`src/rtl/mips_mc_pkg.sv`:
```
// mips_mc_pkg: states, opcodes and control encodings shared by the multicycle MIPS controller
package mips_mc_pkg;
  typedef enum logic [3:0] {
    FETCH, DECODE, MEMADR, MEMRD, MEMWB, MEMWR, EXEC, ALUWB,
    BEQ, BNE, ADDIEX, ADDIWB, JUMP, HALT
  } state_t;
  localparam logic [5:0] OP_RTYPE = 6'h00;
  localparam logic [5:0] OP_LW    = 6'h23;
  localparam logic [5:0] OP_SW    = 6'h2B;
  localparam logic [5:0] OP_BEQ   = 6'h04;
  localparam logic [5:0] OP_BNE   = 6'h05;
  localparam logic [5:0] OP_ADDI  = 6'h08;
  localparam logic [5:0] OP_J     = 6'h02;
  localparam logic [1:0] ALU_ADD   = 2'b00;
  localparam logic [1:0] ALU_SUB   = 2'b01;
  localparam logic [1:0] ALU_FUNCT = 2'b10;
  localparam logic [1:0] SRCB_B    = 2'b00;
  localparam logic [1:0] SRCB_4    = 2'b01;
  localparam logic [1:0] SRCB_IMM  = 2'b10;
  localparam logic [1:0] SRCB_IMM2 = 2'b11;
  localparam logic [1:0] PC_ALU    = 2'b00;
  localparam logic [1:0] PC_ALUOUT = 2'b01;
  localparam logic [1:0] PC_JUMP   = 2'b10;
  function automatic state_t decode_op(input logic [5:0] op, input state_t ill);
    case (op)
      OP_LW, OP_SW: return MEMADR;
      OP_RTYPE:     return EXEC;
      OP_BEQ:       return BEQ;
      OP_BNE:       return BNE;
      OP_ADDI:      return ADDIEX;
      OP_J:         return JUMP;
      default:      return ill;
    endcase
  endfunction
endpackage

```
`src/rtl/mips_mc_retire_ctr.sv`:
```
// mips_mc_retire_ctr: wrapping retired-instruction counter with sync clear and increment enable
module mips_mc_retire_ctr #(
  parameter int W = 32
) (
  input  logic         clk,
  input  logic         rst,
  input  logic         inc,
  output logic [W-1:0] cnt
);
  logic [W-1:0] cnt_d, cnt_q;
  always_comb cnt_d = inc ? cnt_q + W'(1) : cnt_q;
  always_ff @(posedge clk) cnt_q <= rst ? '0 : cnt_d;
  assign cnt = cnt_q;
endmodule

```
`src/rtl/mips_mc_ctrl.sv`:
```
// mips_mc_ctrl: multicycle MIPS control FSM; define MIPS_MC_TRAP_EN to halt on illegal opcodes
module mips_mc_ctrl
  import mips_mc_pkg::*;
#(
  parameter int CNT_W = 32
) (
  input  logic             Clk,
  input  logic             Rst,
  input  logic [5:0]       Op,
  input  logic             Zero,
  input  logic             MemReady,
  output logic             IorD,
  output logic             RegDst,
  output logic             MemtoReg,
  output logic             ALUSrcA,
  output logic [1:0]       ALUSrcB,
  output logic [1:0]       ALUOp,
  output logic [1:0]       PCSrc,
  output logic             IRWrite,
  output logic             MemWrite,
  output logic             RegWrite,
  output logic             PCEn,
  output logic [CNT_W-1:0] RetireCount,
  output logic             Halt
);
`ifdef MIPS_MC_TRAP_EN
  localparam state_t ILL_S = HALT;
`else
  localparam state_t ILL_S = FETCH;
`endif
  state_t state_q, state_d;
  always_ff @(posedge Clk) state_q <= Rst ? FETCH : state_d;
  always_comb begin
    state_d = state_q;
    case (state_q)
      FETCH:   state_d = MemReady ? DECODE : FETCH;
      DECODE:  state_d = decode_op(Op, ILL_S);
      MEMADR:  state_d = (Op == OP_LW) ? MEMRD : MEMWR;
      MEMRD:   state_d = MemReady ? MEMWB : MEMRD;
      MEMWR:   state_d = MemReady ? FETCH : MEMWR;
      EXEC:    state_d = ALUWB;
      ADDIEX:  state_d = ADDIWB;
      HALT:    state_d = HALT;
      default: state_d = FETCH;
    endcase
  end
  // Reset forces every select and enable low in the same cycle.
  always_comb begin
    IorD = 1'b0;
    RegDst = 1'b0;
    MemtoReg = 1'b0;
    ALUSrcA = 1'b0;
    ALUSrcB = SRCB_B;
    ALUOp = ALU_ADD;
    PCSrc = PC_ALU;
    IRWrite = 1'b0;
    MemWrite = 1'b0;
    RegWrite = 1'b0;
    PCEn = 1'b0;
    if (!Rst) begin
      case (state_q)
        FETCH: begin
          ALUSrcB = SRCB_4;
          IRWrite = MemReady;
          PCEn = MemReady;
        end
        DECODE: ALUSrcB = SRCB_IMM2;
        MEMADR, ADDIEX: begin
          ALUSrcA = 1'b1;
          ALUSrcB = SRCB_IMM;
        end
        MEMRD: IorD = 1'b1;
        MEMWB: begin
          MemtoReg = 1'b1;
          RegWrite = 1'b1;
        end
        MEMWR: begin
          IorD = 1'b1;
          MemWrite = 1'b1;
        end
        EXEC: begin
          ALUSrcA = 1'b1;
          ALUOp = ALU_FUNCT;
        end
        ALUWB: begin
          RegDst = 1'b1;
          RegWrite = 1'b1;
        end
        BEQ, BNE: begin
          ALUSrcA = 1'b1;
          ALUOp = ALU_SUB;
          PCSrc = PC_ALUOUT;
          PCEn = (state_q == BEQ) ? Zero : ~Zero;
        end
        ADDIWB: RegWrite = 1'b1;
        JUMP: begin
          PCSrc = PC_JUMP;
          PCEn = 1'b1;
        end
        default: ;
      endcase
    end
  end
`ifdef MIPS_MC_TRAP_EN
  assign Halt = (state_q == HALT);
`else
  assign Halt = 1'b0;
`endif
  mips_mc_retire_ctr #(.W(CNT_W)) u_retire (
    .clk(Clk),
    .rst(Rst),
    .inc((state_q != FETCH) && (state_d == FETCH)),
    .cnt(RetireCount)
  );
endmodule
```
`config.mk`:
```
export PLATFORM = sky130hd
export DESIGN_NAME = mips_mc_ctrl
export DESIGN_NICKNAME = d
export VERILOG_FILES = /design/src/rtl/mips_mc_pkg.sv /design/src/rtl/mips_mc_retire_ctr.sv /design/src/rtl/mips_mc_ctrl.sv
export SDC_FILE = /design/constraint.sdc
export NUM_CORES = 1
export LEC_CHECK = 0
export ABC_AREA = 1
export CAP_MARGIN = 40
export CELL_PAD_IN_SITES_DETAIL_PLACEMENT = 2
export CELL_PAD_IN_SITES_GLOBAL_PLACEMENT = 2
export CORE_UTILIZATION = 23
export DETAILED_ROUTE_END_ITERATION = 8
export HOLD_SLACK_MARGIN = 0.15
export PLACE_DENSITY_LB_ADDON = 0.1
export SKIP_CTS_REPAIR_TIMING = 1
export SLEW_MARGIN = 15
export SYNTH_ARGS = -nofsm -noshare
export SYNTH_HDL_FRONTEND = slang
export SYNTH_SLANG_ARGS = --single-unit
```
`constraint.sdc`:
```
create_clock -name Clk -period 1.7 [get_ports Clk]
set_clock_uncertainty 0.05 [all_clocks]
set_input_delay 0.425 -clock Clk [delete_from_list [all_inputs] [get_ports Clk]]
set_output_delay 0.425 -clock Clk [all_outputs]
set_load 0.03 [all_outputs]
```
==> results.tsv <==
metric	value	unit
status	complete, but fails checks	
failing checks	negative setup slack	
initial DRC count	126	
maximum root-to-sink buffer count	2	
die area	12400	µm²
Setup crit end	u_retire.cnt[19]$_SDFFE_PP0P_	
hold violation count in the final report	0	
die height	111	µm
Startpoint Class	flip-flop	
critical path's most frequent cell	nand2_4	
vias per cell	4.79	
crit path kind	reg -> reg	
vias in the first global route	3730	
final setup violation count	46	
worst-path maximum fanout	6	
crit-path cells	buf_6 -> nand2_4 -> inv_6 -> nand2_4 -> nand2_4 -> nor2_1 -> nand3b_1 -> nor2_4 -> buf_6 -> clkbuf_16 -> nand3_2 -> nand2_1 -> nor2_1	
crit end category	flip-flop	
area grow syn2layout	85.4	%
reg-to-reg critical path endpoint	u_retire.cnt[19]$_SDFFE_PP0P_	
met3 Use GR	0.0294	
WP data required	1830	ps
Switching Fraction	0.369	
initial antenna violation count	0	
Peak VDD IR	0.347	mV
PortBufs	55	
dominant synthesized flop cell	dfxtp_1	
Max Cap Viol	0	
Max Clock Freq	0.486	GHz
CTS Buf Count	5	
Netlist cell types	27	
Gate power share	0.343	
#FFs+latches synth	36	
core area	11600	µm²
H-tree depth	2	
clk sinks	36	
Seq/Total Area, Yosys	0.262	
Ys Warns	0	
Worst path depth	13	
grt met2 use	0.338	
I/O Pins	57	
min-delay worst type	in -> reg	
RSZ-0062 raised after global routing	true	
RR Startpoint	state_q[1]$_SDFF_PP0_	
min cycle time layout	2060	ps
clk slew on worst S/H paths	60	ps
gpl congestion	0.835	
CTS tree	built	
sequential share of power	0.329	
cell depth of the worst flop-to-flop path	13	
via count	3666	
DRC Markers	0	
layout cells sized above 1	0.404	
num rows	39	
leakage power figure	2.72	nW
crit-path leading delay family	simple AND/OR/NAND/NOR gates	
Async SR Flop Fraction	0	
Tot GR Track Use	0.194	
diodes inserted	0	
CTS root buffer	clkbuf_16	
Pins Over Slew Limit	0	
most frequent cell after synthesis	nand2_1	
Switch Pwr	1.10	mW
synth cell count leaders	156 x nand2_1, 101 x nor2_1, 53 x inv_1	
fin nets	632	
Detailed Routing Iterations Pass 1	4	
Chip Width	111	µm
slowest cell delay on critical path	370	ps
syn avg cell area	5.68	µm²
reg-to-reg slack, setup	-360	ps
first-pass GRT wire length	19000	µm
GR Layer Usage met1	0.253	
Power Density	585	nW/µm²
Setup Total Neg Slack	-10460	ps
crit share post-route	1.21	
Area contributors post-synth	dfxtp_1 26%, nand2_1 21%, nor2_1 14%	
CP bufs+invs	4	
synthesized netlist cell count	485	
placement-stage worst setup slack	-817	ps
clock power share	0.328	
largest net degree at the start of global routing	26	
final WL	15200	µm
gr ovfl total	0	
Layout fillers	1329	
post-synth design cell area	2750	µm²
slowest stage cell, crit path	dfxtp_4	
Crit. Startpoint	state_q[1]$_SDFF_PP0_	
Post-DRT Antenna Nets	0	
Multi-input gate area	2270	µm²
Final WS setup	-357	ps
routed len/inst	19.9	µm
hpwl dp	9360	µm
Initial Util	0.238	
Post-synth EDFFs	0	
area share of the largest cell type after synthesis	0.262	
Synth area leader	dfxtp_1	
most heavily used metal layer in global routing	met2	
Storage cell area	739	µm²
syn nets	496	
Pint	1.89	mW
Skew-Pair Late Insertion Delay	300	ps
data arrival time of the worst path	2180	ps
[state kept, by name (all words and copies together), names as in the netlist]
name,count
u_retire.cnt,32
state_q,4
[metal layers]
metal  share of wire  vias to the layer above  routed length (µm)
met5               0                        -                   0
met4           0.023                        0                 344
met3           0.035                       32                 526
met2            0.51                       85                7810
met1            0.43                     1789                6530
li1                -                     1760                   -
[final cells by class]
class | instances | share of cell area
clock buffers | 5 | 0.0245
inverters | 59 | 0.0468
multi-input cells | 376 | 0.445
well taps | 143 | 0.0351
flip-flops and latches | 36 | 0.145
repair buffers | 143 | 0.299
clock inverters | 3 | 0.00466
[per-stage QoR]
stage,cell area (µm²),instances,total power [mW],hold WS (ps),util
2_1_floorplan,2770,485,1.41,529,-
3_3_place_gp,3950,737,1.75,488,0.341
3_5_place_dp,3950,737,1.78,518,0.341
4_1_cts,4090,745,2.76,527,0.354
5_1_grt,5100,765,3.12,542,0.441
6_report,5100,765,2.99,522,0.441
[placed cells by master (no fill, tap or decap), drive strengths merged]
cell type	instances
ha	1
o21ai	3
nand3b	9
clkdlybuf4s50	1
nor3b	2
clkbuf	11
buf	102
nand2	159
inv	58
clkinv	2
conb	1
xnor2	3
clkinvlp	2
dfxtp	36
dlymetal6s2s	34
nand3	36
nor2	115
xor2	20
a21oi	13
nor3	5
nand4	7
a31oi	2
[power groups by stage]
| stage | registers (mW) | clock network, mW | logic, mW |
|---|---|---|---|
| after CTS | 0.985 | 1.00 | 0.779 |
| after global placement | 1.00 | 0 | 0.744 |
| after global routing | 0.992 | 1.04 | 1.09 |
| final | 0.983 | 0.981 | 1.02 |
| after detailed placement | 1.00 | 0 | 0.773 |
| after floorplan | 1.10 | 0 | 0.307 |
[tightest hold or removal path: stages]
cell	delay (ps)
clkbuf_2	120
buf_4	200
nor2_2	80
[kinds of logic after synthesis]
group / share of synthesized area
xor gates and xnor gates: 0.0732
DFF: 0.262
buffers and inverters: 0.110
other: 0.00136
AOI/OAI and AO/OA: 0.0336
and+or+nand+nor: 0.515
adders and majority gates: 0.00454
[worst min path at each step]
stage,startpoint,endpoint,slack (ps),depth (start not counted)
global placement,u_retire.cnt[31]$_SDFFE_PP0P_,u_retire.cnt[31]$_SDFFE_PP0P_,490,4
CTS,u_retire.cnt[31]$_SDFFE_PP0P_,u_retire.cnt[31]$_SDFFE_PP0P_,530,4
global route,Rst,u_retire.cnt[22]$_SDFFE_PP0P_,540,3
finish,Rst,u_retire.cnt[22]$_SDFFE_PP0P_,520,3
detailed placement,u_retire.cnt[31]$_SDFFE_PP0P_,u_retire.cnt[31]$_SDFFE_PP0P_,520,4
floorplan,u_retire.cnt[1]$_SDFFE_PP0P_,u_retire.cnt[1]$_SDFFE_PP0P_,530,2
No activity file was read; power rests on OpenSTA's default activity.
==> patch 1 (config.mk and constraints unchanged) <==
`CNT_W`: 32 -> 40.
--- a/src/rtl/mips_mc_ctrl.sv
+++ b/src/rtl/mips_mc_ctrl.sv
@@ -2,7 +2,7 @@
 module mips_mc_ctrl
   import mips_mc_pkg::*;
 #(
-  parameter int CNT_W = 32
+  parameter int CNT_W = 40
 ) (
   input  logic             Clk,
   input  logic             Rst,
Interface: changed (resized RetireCount); port bits go from 57 to 65. No check against the original RTL was run, so the function may have changed too.
==> patch 1 against the unedited design <==
The flow still finishes with violations (setup timing). Hold slack got worse by 0.035 ns. Area after synthesis rose by 19%. Clock power grew 5%. Design area grew 18%. Global-route usage about the same. Setup slack got worse by 0.22 ns. Sequential cell count grew 8. First-iteration DRC count rose by 29%. Combinational power is 40% lower. Wire length rose by 28%. Power shrank 9.8%. Sequential power rose by 7%. Sequential share of layout area up 0.72 points. Largest cell class unchanged. Highest routed layer unchanged.
==> patch 1: results (changes against the unedited design) <==
\begin{tabular}{lr}
\hline
Metric & Value \\
\hline
\multicolumn{2}{l}{\textbf{Synth}} \\
\quad Synthesized-area fraction occupied by ao, oa, aoi and oai cells & 2.25\% (was 3.36\%) \\
\quad Seq/Total Area, Yosys & 26.8\% (was 26.2\%) \\
\quad Post-Synth Adder-Cell Area & 0.381\% (was 0.455\%) \\
\quad Ranking of synthesized cells by instance count & sky130\_fd\_sc\_hd\_\_nand2\_1, sky130\_fd\_sc\_hd\_\_nor2\_1, sky130\_fd\_sc\_hd\_\_inv\_1 (unchanged) \\
\quad Unique cell type count in the Yosys netlist & 33 (was 27) \\
\multicolumn{2}{l}{\textbf{Final layout}} \\
\quad Flip-flop count of the largest register after layout & 40 (was 32) \\
\quad Final-stage net count & 804 (was 632) \\
\multicolumn{2}{l}{\textbf{Placed design}} \\
\quad Detail Placement HPWL & 11000 um (was 9360 um) \\
\quad Standard cell area after detailed placement & 0.00489 sq mm (was 0.00395 sq mm) \\
\quad Number of cells after detailed placement & 938 (was 737) \\
\quad Pre-CTS setup slack & -0.810 ns (was -0.817 ns) \\
\multicolumn{2}{l}{\textbf{Power and ir drop}} \\
\quad Power share of the sequential group & 38.9\% (was 32.9\%) \\
\quad Power of the clock network & 1.03 mW (was 981 uW) \\
\quad Static leakage & 3.49 nW (was 2.72 nW) \\
\quad Maximum resistive drop on vdd & 329 uV (was 347 uV) \\
\quad Internal power of the cells & 1.86 mW (was 1.89 mW) \\
\multicolumn{2}{l}{\textbf{Timing}} \\
\quad Setup WS post-layout & -0.578 ns (was -0.357 ns) \\
\quad Setup TNS Final & -18.80 ns (was -10.46 ns) \\
\quad Final-report setup violation count & 55 (was 46) \\
\multicolumn{2}{l}{\textbf{GRT}} \\
\quad Global-route total usage across every layer & 19.4\% (about the same) \\
\quad Maximum number of pins on one net before global-route repair & 43 (was 26) \\
\quad Met2 GRT Util & 37.4\% (was 33.8\%) \\
\quad Via count of the first global-routing pass & 4757 (was 3730) \\
\multicolumn{2}{l}{\textbf{Routing}} \\
\quad Via density per instance & 4.80 (was 4.79) \\
\quad Met1 routed wirelength after detailed routing & 7710 um (was 6530 um) \\
\multicolumn{2}{l}{\textbf{Outcome}} \\
\quad Violated checks & setup timing (unchanged) \\
\quad Result of the run & finished with violations (unchanged) \\
\hline
\end{tabular}
## patch 1: final cells by class
| type | count | area, sq um |
|---|---|---|
| Fill cell | 1687 | 7860 |
| Multi-Input combinational cell | 423 | 2260 |
| Timing Repair Buffer | 200 | 2020 |
| Sequential cell | 44 | 916 |
| Inverter | 119 | 467 |
| Tap cell | 180 | 225 |
| Clock buffer | 7 | 133 |
| Clock inverter | 1 | 3.75 |
## patch 1: final timing paths
kind | to | slack, ns | cells after the start | startpoint
worst min-delay path | u_retire.cnt[36] | 0.49 | 2 | u_retire.cnt[36]
worst max-delay path | u_retire.cnt[1] | -0.58 | 14 | state_q[0]
worst min register to register | u_retire.cnt[36] | 0.49 | 2 | u_retire.cnt[36]
worst max register to register | u_retire.cnt[1] | -0.58 | 14 | state_q[0]
## patch 1: critical path: cells and delay by family (launching register included)
kind                   cells  cell delay [ns]
buffers and inverters      4             0.47
DFF                        1             0.40
and+or+nand+nor           10             1.22
==> patch 2 (same settings) <==
Made on the original files. Register the output `RetireCount`, without a reset; this adds one clock of latency there. The other outputs are not delayed to match.
--- a/src/rtl/mips_mc_ctrl.sv
+++ b/src/rtl/mips_mc_ctrl.sv
@@ -23,6 +23,8 @@
   output logic [CNT_W-1:0] RetireCount,
   output logic             Halt
 );
+
+  logic [CNT_W-1:0] RetireCount_d;
 `ifdef MIPS_MC_TRAP_EN
   localparam state_t ILL_S = HALT;
 `else
@@ -110,6 +112,10 @@
     .clk(Clk),
     .rst(Rst),
     .inc((state_q != FETCH) && (state_d == FETCH)),
-    .cnt(RetireCount)
+    .cnt(RetireCount_d)
   );
+  always_ff @(posedge Clk) begin
+    RetireCount <= RetireCount_d;
+  end
+
 endmodule
Check against the original RTL: not equivalent (a bounded check fails within 4 cycles, from zero or initial values and one cycle with Rst high).
==> patch 2 against the unedited design <==
Register-to-register slack improved by 0.11 ns. Final cell count rose by 11%. The flow still finishes with violations (setup timing). Die area rose by 22%. Sequential cell count rose by 32. Power rose by 54%. Setup slack improved by 0.025 ns. Wire length fell by 7.0%. Critical path type is now register to primary output. Area after synthesis rose by 22%. Hold slack got worse by 0.18 ns. Fmax rose by 1.2%. Design area rose by 9.2%.
==> patch 2: results (changes against the unedited design) <==
\begin{tabular}{lr}
\hline
Metric & Value \\
\hline
\multicolumn{2}{l}{\textbf{Setup path}} \\
\quad Timing endpoint of the critical path & IorD (was u\_retire.cnt[19]) \\
\quad Worst flop-to-flop path endpoint & u\_retire.cnt[2] (was u\_retire.cnt[19]) \\
\quad Reg-to-reg setup timing slack & -0.25 ns (was -0.36 ns) \\
\multicolumn{2}{l}{\textbf{Synth}} \\
\quad Post-Synth Adder-Cell Area & 0.372\% (was 0.455\%) \\
\quad Synth Area in XOR/XNOR & 5.47\% (was 7.32\%) \\
\quad Ranking of synthesized cells by instance count & sky130\_fd\_sc\_hd\_\_nand2\_1, sky130\_fd\_sc\_hd\_\_nor2\_1, sky130\_fd\_sc\_hd\_\_dfxtp\_1 (was sky130\_fd\_sc\_hd\_\_nand2\_1, sky130\_fd\_sc\_hd\_\_nor2\_1, sky130\_fd\_sc\_hd\_\_inv\_1) \\
\quad Synthesized-area fraction occupied by ao, oa, aoi and oai cells & 3.20\% (was 3.36\%) \\
\quad Unique cell type count in the Yosys netlist & 25 (was 27) \\
\quad Post-synth net total & 525 (was 496) \\
\multicolumn{2}{l}{\textbf{Routing}} \\
\quad Number of violations reported at the end of detailed-routing iteration 0 & 95 (was 126) \\
\quad Total vias in the final route & 3797 (was 3666) \\
\quad Met1 routed wirelength after detailed routing & 6320 um (was 6530 um) \\
\multicolumn{2}{l}{\textbf{GRT}} \\
\quad First-pass GRT wire length & 21500 um (was 19000 um) \\
\quad Via count of the first global-routing pass & 4048 (was 3730) \\
\multicolumn{2}{l}{\textbf{Timing}} \\
\quad Min Hold Slack & 0.340 ns (was 0.522 ns) \\
\quad Setup WS post-layout & -0.331 ns (was -0.357 ns) \\
\quad Final-report setup violation count & 46 (unchanged) \\
\multicolumn{2}{l}{\textbf{Outcome}} \\
\quad Violated checks & setup timing (unchanged) \\
\quad Result of the run & finished with violations (unchanged) \\
\multicolumn{2}{l}{\textbf{Power and ir drop}} \\
\quad Internal power of the cells & 3.30 mW (was 1.89 mW) \\
\quad Power of the clock network & 1.91 mW (was 981 uW) \\
\quad Static leakage & 3.08 nW (was 2.72 nW) \\
\multicolumn{2}{l}{\textbf{Min path}} \\
\quad Worst min-delay path class & register to register (was input pin to register) \\
\multicolumn{2}{l}{\textbf{Placed design}} \\
\quad Detail Placement HPWL & 10400 um (was 9360 um) \\
\quad Weighted congestion reported at the end of routability-driven placement & 0.796 (was 0.835) \\
\multicolumn{2}{l}{\textbf{Final layout}} \\
\quad Combined flip-flop and latch cell area & 0.00138 sq mm (was 739 sq um) \\
\quad Fraction of final layout cells with drive strength greater than 1 & 27.9\% (was 40.4\%) \\
\hline
\end{tabular}
patch 2: changes by cell type after synthesis, moves of 5 or more:
cell	change
sky130_fd_sc_hd__inv_1	-5
sky130_fd_sc_hd__nand3b_1	+6
sky130_fd_sc_hd__nor2_1	+13
sky130_fd_sc_hd__dfxtp_1	+32
sky130_fd_sc_hd__nor2_2	-11
patch 2: through the flow:
step / setup WS, ns / setup TNS [ns] / std cells / power [mW]
global placement: -0.546 / -20.28 / 821 / 2.62
detailed placement: -0.615 / -23.57 / 821 / 2.66
floorplan: -0.0809 / -0.421 / 514 / 2.24
finish: -0.331 / -8.49 / 847 / 4.60
global route: -0.409 / -13.10 / 847 / 4.82
CTS: -0.529 / -17.68 / 835 / 4.62
patch 2: worst reg2reg max path, stage by stage, from the launching register on:
cell and delay (ns):
sky130_fd_sc_hd__dfxtp_4 0.40, sky130_fd_sc_hd__inv_4 0.06, sky130_fd_sc_hd__nand2_2 0.09, sky130_fd_sc_hd__inv_4 0.05
sky130_fd_sc_hd__buf_4 0.13, sky130_fd_sc_hd__nand2_1 0.05, sky130_fd_sc_hd__nand2_1 0.06, sky130_fd_sc_hd__nor2_1 0.11
sky130_fd_sc_hd__nand3_2 0.11, sky130_fd_sc_hd__nor2_4 0.22, sky130_fd_sc_hd__buf_4 0.17, sky130_fd_sc_hd__clkbuf_16 0.15
sky130_fd_sc_hd__nand3_1 0.07, sky130_fd_sc_hd__nand2_1 0.07, sky130_fd_sc_hd__nor2_1 0.04
patch 2: layout make-up:
| cell class | count | share of cell area [%] |
|---|---|---|
| Clock buffer | 12 | 4.60 |
| Clock inverter | 2 | 0.629 |
| Inverter | 51 | 3.70 |
| Multi-Input combinational cell | 380 | 34.9 |
| Sequential cell | 68 | 24.7 |
| Tap cell | 180 | 4.04 |
| Timing Repair Buffer | 154 | 27.4 |
